**src/rtl/mem_access_stage_if.sv**
```systemverilog
// Data-memory port between the MEM stage and a variable-latency data memory.
// The stage (master) holds mem_req and all request fields until mem_ack.
// mem_ack and mem_rdata come from the memory (slave); read data is valid in the ack cycle.
//   mem_req   : request valid
//   mem_we    : 1 = write, 0 = read
//   mem_addr  : word-aligned byte address
//   mem_wdata : lane-replicated store data
//   mem_be    : byte enables
//   mem_ack   : request completed
//   mem_rdata : read word
interface mem_access_stage_if;
    logic        mem_req;
    logic        mem_we;
    logic [31:0] mem_addr;
    logic [31:0] mem_wdata;
    logic [3:0]  mem_be;
    logic        mem_ack;
    logic [31:0] mem_rdata;

    modport master (
        output mem_req,
        output mem_we,
        output mem_addr,
        output mem_wdata,
        output mem_be,
        input  mem_ack,
        input  mem_rdata
    );

    modport slave (
        input  mem_req,
        input  mem_we,
        input  mem_addr,
        input  mem_wdata,
        input  mem_be,
        output mem_ack,
        output mem_rdata
    );
endinterface

```
**src/rtl/mem_access_stage.sv**
```systemverilog
// MEM stage of the pipelined RV32I core.
// It issues loads and stores from the EX/MEM register over a req/ack data-memory port.
// It steers store bytes onto lanes and sign- or zero-extends load data.
// It flags misaligned or illegal accesses and loads the MEM/WB pipeline register.
// Ports:
//   clk, reset          : clock, synchronous active-high reset
//   EN                  : MEM/WB load enable from the hazard unit
//   *_M inputs          : EX/MEM register outputs
//   ALUResData          : unregistered forward of ALUResult_M
//   mem                 : data-memory port (master side)
//   stall_mem           : access outstanding; freezes the earlier pipeline stages
//   mem_fault, fault_pc : one-cycle fault pulse and the PC of the faulting instruction
//   *_W outputs         : MEM/WB register
module mem_access_stage #(
    parameter int unsigned XLEN = 32
) (
    input  logic                  clk,
    input  logic                  reset,
    input  logic                  EN,
    input  logic [XLEN-1:0]       ALUResult_M,
    input  logic [XLEN-1:0]       WriteData_M,
    input  logic [4:0]            DR_num_M,
    input  logic [XLEN-1:0]       PC_plus_4_M,
    input  logic [XLEN-1:0]       PC_M,
    input  logic                  RegWrite_M,
    input  logic [1:0]            ResultSrc_M,
    input  logic                  MemWrite_M,
    input  logic                  MemRead_M,
    input  logic [2:0]            funct3_M,
    output logic [XLEN-1:0]       ALUResData,
    mem_access_stage_if.master    mem,
    output logic                  stall_mem,
    output logic                  mem_fault,
    output logic [XLEN-1:0]       fault_pc,
    output logic                  RegWrite_W,
    output logic [1:0]            ResultSrc_W,
    output logic [4:0]            DR_num_W,
    output logic [XLEN-1:0]       ALUResult_W,
    output logic [XLEN-1:0]       ReadData_W,
    output logic [XLEN-1:0]       PC_plus_4_W
);

    typedef enum logic {StIdle, StWait} state_e;

    state_e      state_q;
    logic        we_q;
    logic [31:0] addr_q;
    logic [31:0] wdata_q;
    logic [3:0]  be_q;
    logic [2:0]  funct3_q;
    logic [1:0]  off_q;

    logic        mem_fault_q;
    logic [31:0] fault_pc_q;
    logic        reg_write_q;
    logic [1:0]  result_src_q;
    logic [4:0]  dr_num_q;
    logic [31:0] alu_result_q;
    logic [31:0] read_data_q;
    logic [31:0] pc_plus_4_q;

    logic        access;
    logic        is_write;
    logic [1:0]  off;
    logic        fault;
    logic        fault_idle;
    logic        in_wait;
    logic [3:0]  req_be;
    logic [31:0] req_wdata;
    logic        cur_load;
    logic [2:0]  cur_funct3;
    logic [1:0]  cur_off;
    logic [7:0]  ld_byte;
    logic [15:0] ld_half;
    logic [31:0] ld_ext;
    logic [31:0] read_data_d;

    assign ALUResData = ALUResult_M;

    // Request decode from the live EX/MEM fields. A write wins when both MemRead and MemWrite are set.
    always_comb begin
        access    = MemRead_M | MemWrite_M;
        is_write  = MemWrite_M;
        off       = ALUResult_M[1:0];
        fault     = 1'b0;
        req_be    = 4'hF;
        req_wdata = WriteData_M;
        if (is_write) begin
            unique case (funct3_M)
                3'b000: begin
                    req_be    = 4'b0001 << off;
                    req_wdata = {4{WriteData_M[7:0]}};
                end
                3'b001: begin
                    req_be    = 4'b0011 << off;
                    req_wdata = {2{WriteData_M[15:0]}};
                    fault     = off[0];
                end
                3'b010: fault = |off;
                default: fault = 1'b1;
            endcase
        end else begin
            unique case (funct3_M)
                3'b000, 3'b100: fault = 1'b0;
                3'b001, 3'b101: fault = off[0];
                3'b010:         fault = |off;
                default:        fault = 1'b1;
            endcase
        end
        fault = fault & access;
    end

    assign in_wait    = (state_q == StWait);
    assign fault_idle = ~in_wait & fault;

    // In WAIT the request is replayed from the latched fields, so it stays stable until ack.
    always_comb begin
        mem.mem_req   = ~reset & (in_wait | (access & ~fault));
        mem.mem_we    = in_wait ? we_q    : is_write;
        mem.mem_addr  = in_wait ? addr_q  : {ALUResult_M[31:2], 2'b00};
        mem.mem_wdata = in_wait ? wdata_q : req_wdata;
        mem.mem_be    = in_wait ? be_q    : (is_write ? req_be : 4'hF);
        stall_mem     = ~reset & ((~in_wait & access & ~fault & ~mem.mem_ack) |
                                  (in_wait & ~mem.mem_ack));
    end

    // Load extraction and extension of the read word.
    always_comb begin
        cur_load   = in_wait ? ~we_q    : (MemRead_M & ~MemWrite_M);
        cur_funct3 = in_wait ? funct3_q : funct3_M;
        cur_off    = in_wait ? off_q    : off;
        unique case (cur_off)
            2'd0:    ld_byte = mem.mem_rdata[7:0];
            2'd1:    ld_byte = mem.mem_rdata[15:8];
            2'd2:    ld_byte = mem.mem_rdata[23:16];
            default: ld_byte = mem.mem_rdata[31:24];
        endcase
        ld_half = cur_off[1] ? mem.mem_rdata[31:16] : mem.mem_rdata[15:0];
        unique case (cur_funct3)
            3'b000:  ld_ext = {{24{ld_byte[7]}}, ld_byte};
            3'b100:  ld_ext = {24'd0, ld_byte};
            3'b001:  ld_ext = {{16{ld_half[15]}}, ld_half};
            3'b101:  ld_ext = {16'd0, ld_half};
            3'b010:  ld_ext = mem.mem_rdata;
            default: ld_ext = 32'd0;
        endcase
        read_data_d = cur_load ? ld_ext : 32'd0;
    end

    always_ff @(posedge clk) begin
        if (reset) begin
            state_q      <= StIdle;
            we_q         <= 1'b0;
            addr_q       <= 32'd0;
            wdata_q      <= 32'd0;
            be_q         <= 4'd0;
            funct3_q     <= 3'd0;
            off_q        <= 2'd0;
            mem_fault_q  <= 1'b0;
            fault_pc_q   <= 32'd0;
            reg_write_q  <= 1'b0;
            result_src_q <= 2'd0;
            dr_num_q     <= 5'd0;
            alu_result_q <= 32'd0;
            read_data_q  <= 32'd0;
            pc_plus_4_q  <= 32'd0;
        end else begin
            mem_fault_q <= fault_idle;
            if (fault_idle) begin
                fault_pc_q <= PC_M;
            end

            unique case (state_q)
                StIdle: begin
                    if (access && !fault && !mem.mem_ack) begin
                        state_q  <= StWait;
                        we_q     <= is_write;
                        addr_q   <= {ALUResult_M[31:2], 2'b00};
                        wdata_q  <= req_wdata;
                        be_q     <= is_write ? req_be : 4'hF;
                        funct3_q <= funct3_M;
                        off_q    <= off;
                    end
                end
                default: begin
                    if (mem.mem_ack) begin
                        state_q <= StIdle;
                    end
                end
            endcase

            // A stalled or faulting instruction leaves a cleared bubble behind.
            if (EN) begin
                if (stall_mem || fault_idle) begin
                    reg_write_q  <= 1'b0;
                    result_src_q <= 2'd0;
                    dr_num_q     <= 5'd0;
                    alu_result_q <= 32'd0;
                    read_data_q  <= 32'd0;
                    pc_plus_4_q  <= 32'd0;
                end else begin
                    reg_write_q  <= RegWrite_M;
                    result_src_q <= ResultSrc_M;
                    dr_num_q     <= DR_num_M;
                    alu_result_q <= ALUResult_M;
                    read_data_q  <= read_data_d;
                    pc_plus_4_q  <= PC_plus_4_M;
                end
            end
        end
    end

    assign mem_fault   = mem_fault_q;
    assign fault_pc    = fault_pc_q;
    assign RegWrite_W  = reg_write_q;
    assign ResultSrc_W = result_src_q;
    assign DR_num_W    = dr_num_q;
    assign ALUResult_W = alu_result_q;
    assign ReadData_W  = read_data_q;
    assign PC_plus_4_W = pc_plus_4_q;

endmodule

```
**src/flat_wrapper.sv**
```systemverilog
// flat-port wrapper written by rule: the top's interface ports become plain ports
module mem_access_stage_flat 
#(
    parameter int unsigned XLEN = 32
)
  (clk, reset, EN, ALUResult_M, WriteData_M, DR_num_M, PC_plus_4_M, PC_M, RegWrite_M, ResultSrc_M, MemWrite_M, MemRead_M, funct3_M, ALUResData, stall_mem, mem_fault, fault_pc, RegWrite_W, ResultSrc_W, DR_num_W, ALUResult_W, ReadData_W, PC_plus_4_W, mem_mem_req, mem_mem_we, mem_mem_addr, mem_mem_wdata, mem_mem_be, mem_mem_ack, mem_mem_rdata);
  mem_access_stage_if mem_i ();
  input  logic clk;
  input  logic reset;
  input  logic EN;
  input  logic [XLEN-1:0] ALUResult_M;
  input  logic [XLEN-1:0] WriteData_M;
  input  logic [4:0] DR_num_M;
  input  logic [XLEN-1:0] PC_plus_4_M;
  input  logic [XLEN-1:0] PC_M;
  input  logic RegWrite_M;
  input  logic [1:0] ResultSrc_M;
  input  logic MemWrite_M;
  input  logic MemRead_M;
  input  logic [2:0] funct3_M;
  output logic [XLEN-1:0] ALUResData;
  output logic stall_mem;
  output logic mem_fault;
  output logic [XLEN-1:0] fault_pc;
  output logic RegWrite_W;
  output logic [1:0] ResultSrc_W;
  output logic [4:0] DR_num_W;
  output logic [XLEN-1:0] ALUResult_W;
  output logic [XLEN-1:0] ReadData_W;
  output logic [XLEN-1:0] PC_plus_4_W;
  output wire logic [$bits(mem_i.mem_req)-1:0] mem_mem_req;
  output wire logic [$bits(mem_i.mem_we)-1:0] mem_mem_we;
  output wire logic [$bits(mem_i.mem_addr)-1:0] mem_mem_addr;
  output wire logic [$bits(mem_i.mem_wdata)-1:0] mem_mem_wdata;
  output wire logic [$bits(mem_i.mem_be)-1:0] mem_mem_be;
  input wire logic [$bits(mem_i.mem_ack)-1:0] mem_mem_ack;
  input wire logic [$bits(mem_i.mem_rdata)-1:0] mem_mem_rdata;
  assign mem_mem_req = mem_i.mem_req;
  assign mem_mem_we = mem_i.mem_we;
  assign mem_mem_addr = mem_i.mem_addr;
  assign mem_mem_wdata = mem_i.mem_wdata;
  assign mem_mem_be = mem_i.mem_be;
  assign mem_i.mem_ack = mem_mem_ack;
  assign mem_i.mem_rdata = mem_mem_rdata;
  mem_access_stage #(.XLEN(XLEN)) u_core (.clk(clk), .reset(reset), .EN(EN), .ALUResult_M(ALUResult_M), .WriteData_M(WriteData_M), .DR_num_M(DR_num_M), .PC_plus_4_M(PC_plus_4_M), .PC_M(PC_M), .RegWrite_M(RegWrite_M), .ResultSrc_M(ResultSrc_M), .MemWrite_M(MemWrite_M), .MemRead_M(MemRead_M), .funct3_M(funct3_M), .ALUResData(ALUResData), .mem(mem_i), .stall_mem(stall_mem), .mem_fault(mem_fault), .fault_pc(fault_pc), .RegWrite_W(RegWrite_W), .ResultSrc_W(ResultSrc_W), .DR_num_W(DR_num_W), .ALUResult_W(ALUResult_W), .ReadData_W(ReadData_W), .PC_plus_4_W(PC_plus_4_W));
endmodule
```
**config.mk**
```make
export PLATFORM = sky130hd
export DESIGN_NAME = mem_access_stage_flat
export DESIGN_NICKNAME = d
export VERILOG_FILES = /design/src/rtl/mem_access_stage_if.sv /design/src/rtl/mem_access_stage.sv /design/src/flat_wrapper.sv
export SDC_FILE = /design/constraint.sdc
export NUM_CORES = 1
export LEC_CHECK = 0
export CORE_AREA = 2 2 160 162
export DETAILED_ROUTE_END_ITERATION = 16
export DIE_AREA = 0 0 162 164
export GPL_TIMING_DRIVEN = 0
export PLACE_DENSITY_LB_ADDON = 0.15
export SYNTH_ARGS = -nofsm -noshare
export SYNTH_HDL_FRONTEND = slang
export SYNTH_SLANG_ARGS = --single-unit
```
**constraint.sdc**
```tcl
create_clock -name clk -period 4.91 [get_ports clk]
set_input_delay 0.7365 -clock clk [delete_from_list [all_inputs] [get_ports clk]]
set_output_delay 0.7365 -clock clk [all_outputs]
set_load 0.02 [all_outputs]
```
==> results_dict.tcl <==
set metrics [dict create \
    tightest_slew_ns 0.900 \
    period_needed_ns 4.34 \
    yosys.area.top_type "dfxtp_1" \
    grt_max_degree 13 \
    mappedNetlistArea_um2 9470 \
    busiest_layer "met2" \
    ir_drop_uv 202 \
    cts_buffers 24 \
    clk_latency_ns 0.51 \
    area_growth_pct 55.7 \
    synth_warnings 0 \
    final_antenna_net_count 0 \
    worstPathRequired_ns 4.17 \
    vias 9505 \
    dieArea_um2 26600 \
    wl_mm 35.4 \
    rrSetupSlack_ns 2.57 \
    yosysSeqAreaShare_pct 44.4 \
    die_x_um 162 \
    path_clk_slew_ns 0.05 \
    portBuffers 410 \
    coreArea_um2 24800 \
    grt_pass1_wl_mm 52.4 \
    h-tree-depth 1 \
    outcome "finished clean" \
    finalHoldViolations 0 \
    synthMuxAreaShare_pct 11.2 \
    start_kind "primary input" \
    power_leakage_uw 0.00533 \
    synth_top_family_by_area "compound AO/OA/AOI/OAI gates" \
    ys.flop_type "dfxtp_1" \
    overflow 0 \
    skew_ns 0.00778 \
    postCtsSetupRepairBufs 0 \
    yosys.area_share.adder_pct 0 \
    final_layout_size_suffix_gt1_share_pct 13.4 \
    layout_commonest_cell "clkdlybuf4s50_1" \
    numClockSinks 210 \
    hold_class "reg -> reg" \
    fmax_mhz 230 \
    finalPower_uw 4540 \
    end_kind "primary output" \
    layout_common_cells "clkdlybuf4s50_1 (410), nand2_1 (251), dfxtp_1 (210)" \
    num_rows 58 \
    synth_simple_gate_area_share_pct 16.9 \
    met2_usage_pct 44.4 \
    powerDensity_nw_per_um2 308 \
    viasPerCell 5.03 \
    wl_per_cell_um 18.7 \
    endpoint "mem_mem_wdata[15]" \
    tritoncts "done" \
    synth_compound_area_share_pct 19.4 \
    pin_count 417 \
    rsz0062_at_grt "no" \
    critPathMaxFanout 8 \
    r2r-start "u_core.in_wait$_SDFF_PP0_" \
    max_slew_margin_pct 39.8 \
    synth_top_area_share_pct 44.4 \
    cts-root-buf "clkbuf_16" \
    synth_xor_area_share_pct 0 \
    utilization_pct 59.4 \
    place_congestion 0.873 \
    synth_area_leaders "dfxtp_1 (44%), nand2_1 (10%), mux2_2 (8.8%)" \
    grt_pass1_vias 9157 \
    drt_iter0_drc 529 \
    netlist_instances 1108 \
    met3_usage_pct 6.67 \
    path_class "in -> out" \
    drv_cap 0 \
    setup_tns_ns 0 \
    setup_viol 0 \
    cts_resized 0 \
    dpl.hpwl_mm 27.4 \
    ff2ff_path_depth 8 \
    crit_start "MemWrite_M" \
    finalCritPeriodShare_pct 88.4 \
    nets 1722 \
    grtUsageTotal_pct 25.2 \
    ctsHoldBuffers 0 \
    critical_path_arrival_ns 3.60 \
    r2r-end "u_core.ALUResult_W[23]$_SDFFE_PP0P_" \
    ys_types 45 \
    drc 0 \
    initial_core_util_pct 38.1 \
    firstDrtPassIters 5 \
    antenna_found_initial 2 \
    ys_ff_latch 210 \
    met1_usage_pct 30.3 \
    slew_violations 0 \
    synth-edff-count 0 \
    syn_area_per_cell_um2 8.54 \
    die_h_um 164 \
    clock_path_buffers 3 \
    async_flop_share_pct 0 \
]
[per-stage QoR]
stage                     instances  hold WS, ns  instance area (um^2)  setup slack (ns)
final                          1889        0.448                 14700             0.571
after CTS                      1888        0.450                 14700             0.585
after detailed placement       1849        0.442                 14000             0.597
after global routing           1889        0.467                 14700             0.419
after floorplan                1109        0.433                  9470              1.87
after global placement         1849        0.437                 14000             0.597
[routing by layer]
| metal | wire, um | part of all wire, % | vias to the layer above |
|---|---|---|---|
| met5 | 11 | 0.031 | - |
| met4 | 957 | 2.7 | 2 |
| met3 | 2770 | 7.8 | 65 |
| met2 | 17400 | 49 | 359 |
| met1 | 14200 | 40 | 4427 |
| li1 | - | - | 4652 |
[cells in the mapped netlist (2+ instances only)]
master      n
nand2_1   251
dfxtp_1   210
a21oi_1   117
nor2_1     94
mux2_2     74
a22oi_1    72
clkbuf_1   48
buf_4      38
o21ai_0    37
buf_2      20
mux2i_1    20
a21o_1     17
a221oi_1   16
buf_6      16
a21oi_2    10
nand2_2     9
o21ai_1     8
nor3_1      6
or2b_1      5
inv_1       3
nand2b_1    3
nor3b_1     3
nor4_4      3
a31o_2      2
a31oi_1     2
buf_1       2
nor2b_1     2
nor4_1      2
o21bai_1    2
[final cells by class]
cell class                      instances  area (um^2)
Clock buffer                           36          707
Inverter                                4         15.0
Multi-Input combinational cell        771         4500
Antenna cell                            1         2.50
Clock inverter                          3         46.3
Sequential cell                       210         4200
Timing Repair Buffer                  410         4100
Buffer                                124          753
Tap cell                              330          413
Fill cell                            2263        10100
[logic make-up after synthesis]
kind of cell / after synthesis
AND/OR/NAND/NOR: 385
AO/OA/AOI/OAI: 289
buffers and inverters: 128
flip-flops: 210
multiplexers: 95
other: 1
[sequential cells by signal, indices dropped and copies added, names as in the netlist]
register,cells
u_core.ALUResult_W,32
u_core.PC_plus_4_W,32
u_core.ReadData_W,32
u_core.fault_pc,32
u_core.wdata_q,32
u_core.addr_q,30
u_core.DR_num_W,5
u_core.be_q,4
u_core.funct3_q,3
u_core.ResultSrc_W,2
u_core.off_q,2
u_core.RegWrite_W,1
u_core.in_wait,1
u_core.mem_fault,1
u_core.we_q,1
[where the power goes]
part	switching, uW	internal [uW]	leakage, uW
clock network	705	1040	0.000369
logic	507	470	0.00325
registers	36.9	1780	0.00171
total	1250	3290	0.00533
[critical path, cell delays in order]
cell	delay [ns]
clkdlybuf4s50_1	0.69
nor3b_1	0.38
nor2b_1	0.18
clkbuf_1	0.37
mux2_2	0.41
mux2_2	0.27
clkdlybuf4s50_1	0.57
[worst min path at each step]
stage	slack, ns	cells past startpoint	start	endpoint
4_1_cts	0.45	2	u_core.ReadData_W[9]$_SDFFE_PP0P_	u_core.ReadData_W[9]$_SDFFE_PP0P_
2_1_floorplan	0.43	2	u_core.addr_q[10]$_SDFFE_PP0P_	u_core.addr_q[10]$_SDFFE_PP0P_
5_1_grt	0.47	2	u_core.fault_pc[7]$_SDFFE_PP0P_	u_core.fault_pc[7]$_SDFFE_PP0P_
3_3_place_gp	0.44	2	u_core.ReadData_W[9]$_SDFFE_PP0P_	u_core.ReadData_W[9]$_SDFFE_PP0P_
3_5_place_dp	0.44	2	u_core.ReadData_W[9]$_SDFFE_PP0P_	u_core.ReadData_W[9]$_SDFFE_PP0P_
6_report	0.45	2	u_core.ReadData_W[9]$_SDFFE_PP0P_	u_core.ReadData_W[9]$_SDFFE_PP0P_
Power figures use the tool's default switching activity.
